[src/rtl/iv_sweep_pkg.sv]
// Shared types and helpers for the gate/source-drain IV sweep sequencer:
// FSM state encoding, default record field widths and the saturating DAC code math.
package iv_sweep_pkg;

    typedef enum logic [2:0] {
        IDLE,
        LOAD,
        SETTLE,
        CONVERT,
        EMIT,
        ADVANCE,
        FINISH
    } state_t;

    localparam int DAC_W_DEF = 8;
    localparam int ADC_W_DEF = 12;
    localparam int CNT_W_DEF = 5;
    localparam int REC_W_DEF = 2 * DAC_W_DEF + ADC_W_DEF;

    // Returns {clip, code}. 32 bits is wider than DAC_W+CNT_W+1 for any legal
    // configuration, so the sum can never wrap before the saturation compare.
    function automatic logic [32:0] sat_code(input logic [31:0] base,
                                             input logic [31:0] step,
                                             input logic [31:0] idx,
                                             input int unsigned dac_w);
        logic [31:0] sum;
        logic [31:0] max_code;
        sum      = base + idx * step;
        max_code = (32'd1 << dac_w) - 32'd1;
        if (sum > max_code) begin
            return {1'b1, max_code};
        end
        return {1'b0, sum};
    endfunction

endpackage

[src/rtl/iv_code_gen.sv]
// Saturating DAC code generator: code = min(base + idx*step, 2^DAC_W-1), clip flags saturation.
// Purely combinational; the sequencer registers the result in its LOAD state.
module iv_code_gen
    import iv_sweep_pkg::*;
#(
    parameter int DAC_W = DAC_W_DEF,
    parameter int CNT_W = CNT_W_DEF
) (
    input  logic [DAC_W-1:0] base,
    input  logic [DAC_W-1:0] step,
    input  logic [CNT_W-1:0] idx,
    output logic [DAC_W-1:0] code,
    output logic             clip
);

    logic [32:0] res;

    assign res  = sat_code(32'(base), 32'(step), 32'(idx), DAC_W);
    assign code = res[DAC_W-1:0];
    // Upper code bits are zero whenever clip is clear, so folding them in is free.
    assign clip = res[32] | (|res[31:DAC_W]);

endmodule

[src/rtl/iv_sweep_sequencer.sv]
// Two-axis IV sweep: per point load codes, settle SETTLE_CYC clocks, convert, emit one record.
// First adc_start 2+SETTLE_CYC cycles after start; out_ready low holds the record and stalls the sweep.
module iv_sweep_sequencer
    import iv_sweep_pkg::*;
#(
    parameter int DAC_W      = DAC_W_DEF,
    parameter int ADC_W      = ADC_W_DEF,
    parameter int SETTLE_CYC = 64,
    parameter int CNT_W      = CNT_W_DEF
) (
    input  logic                     clk,
    input  logic                     rst,
    input  logic                     start,
    input  logic                     abort,
    input  logic [DAC_W-1:0]         vg_start,
    input  logic [DAC_W-1:0]         vg_step,
    input  logic [DAC_W-1:0]         vsd_start,
    input  logic [DAC_W-1:0]         vsd_step,
    input  logic [CNT_W-1:0]         vg_count,
    input  logic [CNT_W-1:0]         vsd_count,
    output logic [DAC_W-1:0]         vg_code,
    output logic [DAC_W-1:0]         vsd_code,
    output logic                     adc_start,
    input  logic                     adc_done,
    input  logic [ADC_W-1:0]         adc_data,
    output logic                     out_valid,
    input  logic                     out_ready,
    output logic [2*DAC_W+ADC_W-1:0] out_data,
    output logic                     busy,
    output logic                     done,
    output logic                     clipped
);

    localparam int SET_W = $clog2(SETTLE_CYC + 1);

    state_t             state;
    logic [DAC_W-1:0]   vg_start_l, vg_step_l, vsd_start_l, vsd_step_l;
    logic [CNT_W-1:0]   vg_count_l, vsd_count_l;
    logic [CNT_W-1:0]   i_idx, j_idx;
    logic [SET_W-1:0]   settle_cnt;
    logic [DAC_W-1:0]   vg_next, vsd_next;
    logic               vg_clip, vsd_clip;

    iv_code_gen #(.DAC_W(DAC_W), .CNT_W(CNT_W)) u_vg_gen (
        .base (vg_start_l),
        .step (vg_step_l),
        .idx  (i_idx),
        .code (vg_next),
        .clip (vg_clip)
    );

    iv_code_gen #(.DAC_W(DAC_W), .CNT_W(CNT_W)) u_vsd_gen (
        .base (vsd_start_l),
        .step (vsd_step_l),
        .idx  (j_idx),
        .code (vsd_next),
        .clip (vsd_clip)
    );

    always_ff @(posedge clk) begin
        if (rst) begin
            state       <= IDLE;
            vg_start_l  <= '0;
            vg_step_l   <= '0;
            vsd_start_l <= '0;
            vsd_step_l  <= '0;
            vg_count_l  <= '0;
            vsd_count_l <= '0;
            i_idx       <= '0;
            j_idx       <= '0;
            settle_cnt  <= '0;
            vg_code     <= '0;
            vsd_code    <= '0;
            adc_start   <= 1'b0;
            out_valid   <= 1'b0;
            out_data    <= '0;
            busy        <= 1'b0;
            done        <= 1'b0;
            clipped     <= 1'b0;
        end else begin
            adc_start <= 1'b0;
            done      <= 1'b0;
            // FINISH is already on its way out with done pulsing, so abort there is moot.
            if (abort && state != IDLE && state != FINISH) begin
                state     <= FINISH;
                done      <= 1'b1;
                out_valid <= 1'b0;
            end else begin
                case (state)
                    IDLE: begin
                        if (start) begin
                            vg_start_l  <= vg_start;
                            vg_step_l   <= vg_step;
                            vsd_start_l <= vsd_start;
                            vsd_step_l  <= vsd_step;
                            vg_count_l  <= vg_count;
                            vsd_count_l <= vsd_count;
                            i_idx       <= '0;
                            j_idx       <= '0;
                            settle_cnt  <= '0;
                            clipped     <= 1'b0;
                            busy        <= 1'b1;
                            state       <= LOAD;
                        end
                    end
                    LOAD: begin
                        vg_code    <= vg_next;
                        vsd_code   <= vsd_next;
                        clipped    <= clipped | vg_clip | vsd_clip;
                        settle_cnt <= '0;
                        state      <= SETTLE;
                    end
                    SETTLE: begin
                        if (settle_cnt == SET_W'(SETTLE_CYC - 1)) begin
                            adc_start <= 1'b1;
                            state     <= CONVERT;
                        end else begin
                            settle_cnt <= settle_cnt + 1'b1;
                        end
                    end
                    CONVERT: begin
                        if (adc_done) begin
                            out_data  <= {vg_code, vsd_code, adc_data};
                            out_valid <= 1'b1;
                            state     <= EMIT;
                        end
                    end
                    EMIT: begin
                        if (out_ready) begin
                            out_valid <= 1'b0;
                            state     <= ADVANCE;
                        end
                    end
                    ADVANCE: begin
                        if (j_idx == vsd_count_l) begin
                            j_idx <= '0;
                            if (i_idx == vg_count_l) begin
                                done  <= 1'b1;
                                state <= FINISH;
                            end else begin
                                i_idx <= i_idx + 1'b1;
                                state <= LOAD;
                            end
                        end else begin
                            j_idx <= j_idx + 1'b1;
                            state <= LOAD;
                        end
                    end
                    FINISH: begin
                        busy  <= 1'b0;
                        state <= IDLE;
                    end
                    default: state <= IDLE;
                endcase
            end
        end
    end

endmodule
[config.mk]
export PLATFORM = sky130hd
export DESIGN_NAME = iv_sweep_sequencer
export DESIGN_NICKNAME = d
export VERILOG_FILES = /design/src/rtl/iv_sweep_pkg.sv /design/src/rtl/iv_code_gen.sv /design/src/rtl/iv_sweep_sequencer.sv
export SDC_FILE = /design/constraint.sdc
export NUM_CORES = 1
export LEC_CHECK = 0
export ABC_AREA = 1
export CAP_MARGIN = 10
export CORE_MARGIN = 5
export CORE_UTILIZATION = 55
export CTS_BUF_LIST = sky130_fd_sc_hd__clkbuf_8 sky130_fd_sc_hd__clkbuf_16
export DETAILED_ROUTE_END_ITERATION = 8
export GPL_TIMING_DRIVEN = 0
export PLACE_DENSITY = 0.79
export RECOVER_POWER = 25
export SLEW_MARGIN = 10
export SYNTH_ARGS = -nofsm -noshare
export SYNTH_HDL_FRONTEND = slang
export SYNTH_HIERARCHICAL = 1
export SYNTH_SLANG_ARGS = --single-unit
[constraint.sdc]
create_clock -name clk -period 8 [get_ports clk]
set_clock_uncertainty 0.1 [all_clocks]
set_input_delay 2 -clock clk [delete_from_list [all_inputs] [get_ports clk]]
set_output_delay 2 -clock clk [all_outputs]
set_load 0.01 [all_outputs]
==> flow_summary.json <==
{
  "groute.usage.overall": 0.232,
  "core.rowCount": 44,
  "grtUsageMet3": 0.0367,
  "syn_nets": 1332,
  "period_share": 0.565,
  "synth_area_mm2": 0.00813,
  "final_antenna_net_count": 0,
  "vias_per_cell": 5.13,
  "busiest_layer": "met2",
  "die_h_um": 132,
  "nNetsFinal": 1450,
  "clock-sinks": 111,
  "antenna_found_initial": 0,
  "gr-usage-met2": 0.378,
  "synth_edf_count": 0,
  "netSwitchingFraction": 0.411,
  "yosysWarnings": 6,
  "worst_slew_pin_slew_ns": 0.701,
  "synth_area_leaders": "dfxtp_1 (27%), nand2_1 (13%), fa_1 (13%), inv_1 (8.9%), ha_1 (7.9%)",
  "synth.avg_cell_area_um2": 6.95,
  "finalSetupTns_ns": 0,
  "dieWidth_um": 132,
  "pwr-share-clk": 0.235,
  "portBuffers": 107,
  "grt_pass1_wl_um": 34000,
  "setup_violations": 0,
  "fin_cells": 1476,
  "seq_area_frac_synth": 0.273,
  "crit_start": "i_idx[3]$_SDFFE_PP0P_",
  "wl_per_cell_um": 13.3,
  "wirelength_um": 19700,
  "dieArea_mm2": 0.0173,
  "multi_input_area_mm2": 0.00491,
  "dr.pass1.iters": 5,
  "pwr-share-comb": 0.382,
  "vdd_drop_max_mv": 0.148,
  "drc": 0,
  "grtUsageMet1": 0.319,
  "grt_pass1_vias": 7290,
  "cts_tree": "done",
  "num_io_pins": 109,
  "start_util": 0.559,
  "leakage_nw": 4.89,
  "status": "finished clean",
  "worst-path-max-fanout": 9,
  "crit_path_top_delay_cell": "fa_1",
  "coreArea_mm2": 0.0145,
  "gp_congestion": 0.884,
  "dpl.cell_count": 1460,
  "final-seq-area_mm2": 0.00222,
  "clockBufferDepth": 2,
  "min_period_ns": 4.52,
  "cp_data_arrival_time_ns": 4.67,
  "nFillCells": 1317,
  "area_growth_pct": 19.0,
  "ys_top_cells_by_count": "nand2_1 (282), inv_1 (193), nor2_1 (138)",
  "netSwitchingPower_mw": 0.805,
  "crit_top_cell": "nand2_1",
  "antenna_cells": 0,
  "synth-main-ff-cell": "dfxtp_1",
  "synthCells": 1169,
  "startpoint_type": "flop",
  "path_cells": "clkbuf_1, nand2_1, fa_1, inv_1, fa_1, inv_1, fa_1, inv_1, ha_1, nand2_1, nand2_1, a21oi_1, nand3_1, nand2_1, nand2_1, nor2_4, nand2_1, o21ai_1, a21oi_1",
  "grt_max_degree": 22,
  "worstSetupEndpointType": "flop",
  "gr-total-overflow": 0,
  "worstReg2RegStart": "i_idx[3]$_SDFFE_PP0P_",
  "clk_latency_ns": 0.37,
  "hpwl_um": 15600,
  "holdBufCountCts": 0,
  "drv_slew": 0,
  "ctsHtreeMaxLevel": 3,
  "max_stage_delay_ns": 0.52,
  "final_layout_size_suffix_gt1_frac": 0.0495,
  "ctsResizeCount": 0,
  "internal_power_mw": 1.16,
  "hold_viol": 0,
  "fmax_mhz": 221,
  "rsz0062_at_grt": "false",
  "synthArstFlopShare": 0,
  "ys_ff_latch": 111,
  "min-delay-start": "busy$_SDFFE_PP0P_",
  "root_buffer": "clkbuf_16",
  "cts_inserted_buffers": 9,
  "vias": 7576,
  "critical_path_class": "reg -> reg",
  "synth_cell_types": 37,
  "maxCapViolCount": 0,
  "hold_ws_ns": 0.347,
  "drt_iter0_markers": 549,
  "synth_top_area_frac": 0.273,
  "postCtsSetupBuffers": 0,
  "clk_pin_slew_worst_paths_ns": 0.08,
  "p_seq_frac": 0.383,
  "yosysMostFrequentCell": "nand2_1",
  "worstPathRequired_ns": 8.15,
  "slew_headroom": 0.533,
  "yosysTopAreaCell": "dfxtp_1",
  "powerDensity_mw_per_mm2": 203,
  "hp-class": "reg -> reg"
}
==> cell usage in the layout (no fill, tap or decap), drive strengths merged, types with 9 or more instances in the layout <==
cell           instances
o21ai                 59
xnor2                  9
nand4                 10
a21oi                 75
ha                    51
dfxtp                111
clkbuf                43
clkdlybuf4s50        105
inv                  206
fa                    52
nor2                 147
nand2                296
nand3                 91
==> cell type report <==
type | count | share of cell area
buffer | 41 | 0.0167
clock buffer | 9 | 0.0233
clock inverter | 7 | 0.00777
inverter | 206 | 0.0800
multi-input combinational | 811 | 0.508
sequential | 111 | 0.230
tap | 184 | 0.0238
timing repair buffer | 107 | 0.111
==> metal layers <==
| layer | vias to the layer above | part of all wire |
|---|---|---|
| li1 | 3839 | - |
| met1 | 3512 | 0.46 |
| met2 | 194 | 0.47 |
| met3 | 31 | 0.054 |
| met4 | 0 | 0.020 |
| met5 | - | 0 |
==> through the flow <==
stage | worst slack (ns) | area, um^2 | total power [mW] | util
2_1_floorplan | 4.10 | 8130 | 1.27 | -
3_3_place_gp | 3.56 | 9430 | 1.52 | 0.649
3_5_place_dp | 3.52 | 9430 | 1.54 | 0.649
4_1_cts | 3.50 | 9730 | 2.00 | 0.669
5_1_grt | 3.16 | 9670 | 2.10 | 0.665
6_report | 3.48 | 9670 | 1.96 | 0.665
==> registers in the layout, summed over array words and instances, names as in the netlist, 3 cells and up <==
| signal | flops |
|---|---|
| j_idx | 5 |
| vg_start_l | 8 |
| out_data | 28 |
| vg_code | 8 |
| settle_cnt | 7 |
| vg_count_l | 5 |
| vsd_start_l | 8 |
| vsd_code | 8 |
| vsd_step_l | 8 |
| state | 3 |
| vg_step_l | 8 |
| vsd_count_l | 5 |
| i_idx | 5 |
==> power groups by stage <==
stage	clock, mW	combinational [mW]	sequential, mW
after detailed placement	0	0.775	0.761
after global routing	0.486	0.848	0.765
after floorplan	0	0.524	0.746
after CTS	0.465	0.781	0.749
after global placement	0	0.760	0.760
final	0.460	0.748	0.751
==> path summary, 6_finish.rpt <==
kind	endpoint	depth (start not counted)	slack, ns
worst max-delay path	clipped$_SDFFE_PP0P_	19	3.48
worst min-delay path	busy$_SDFFE_PP0P_	2	0.35
worst max register to register	clipped$_SDFFE_PP0P_	19	3.48
worst min register to register	busy$_SDFFE_PP0P_	2	0.35
==> worst max-delay path, delay by kind of cell (launching register included) <==
kind	cells	cell delay, ns
buffers and inverters	4	0.51
adder cells (fa/ha/maj)	4	1.91
flip-flops	1	0.47
AO/OA/AOI/OAI	3	0.54
AND/OR/NAND/NOR	8	0.85
==> cell families after synthesis <==
kind of cell	count (synthesis)	share of synthesized area
flip-flops	111	0.273
AND/OR/NAND/NOR	557	0.299
adder cells (fa/ha/maj)	103	0.207
buffers and inverters	247	0.117
AO/OA/AOI/OAI	135	0.0865
XOR/XNOR	16	0.0172
Power figures use the tool's default switching activity.
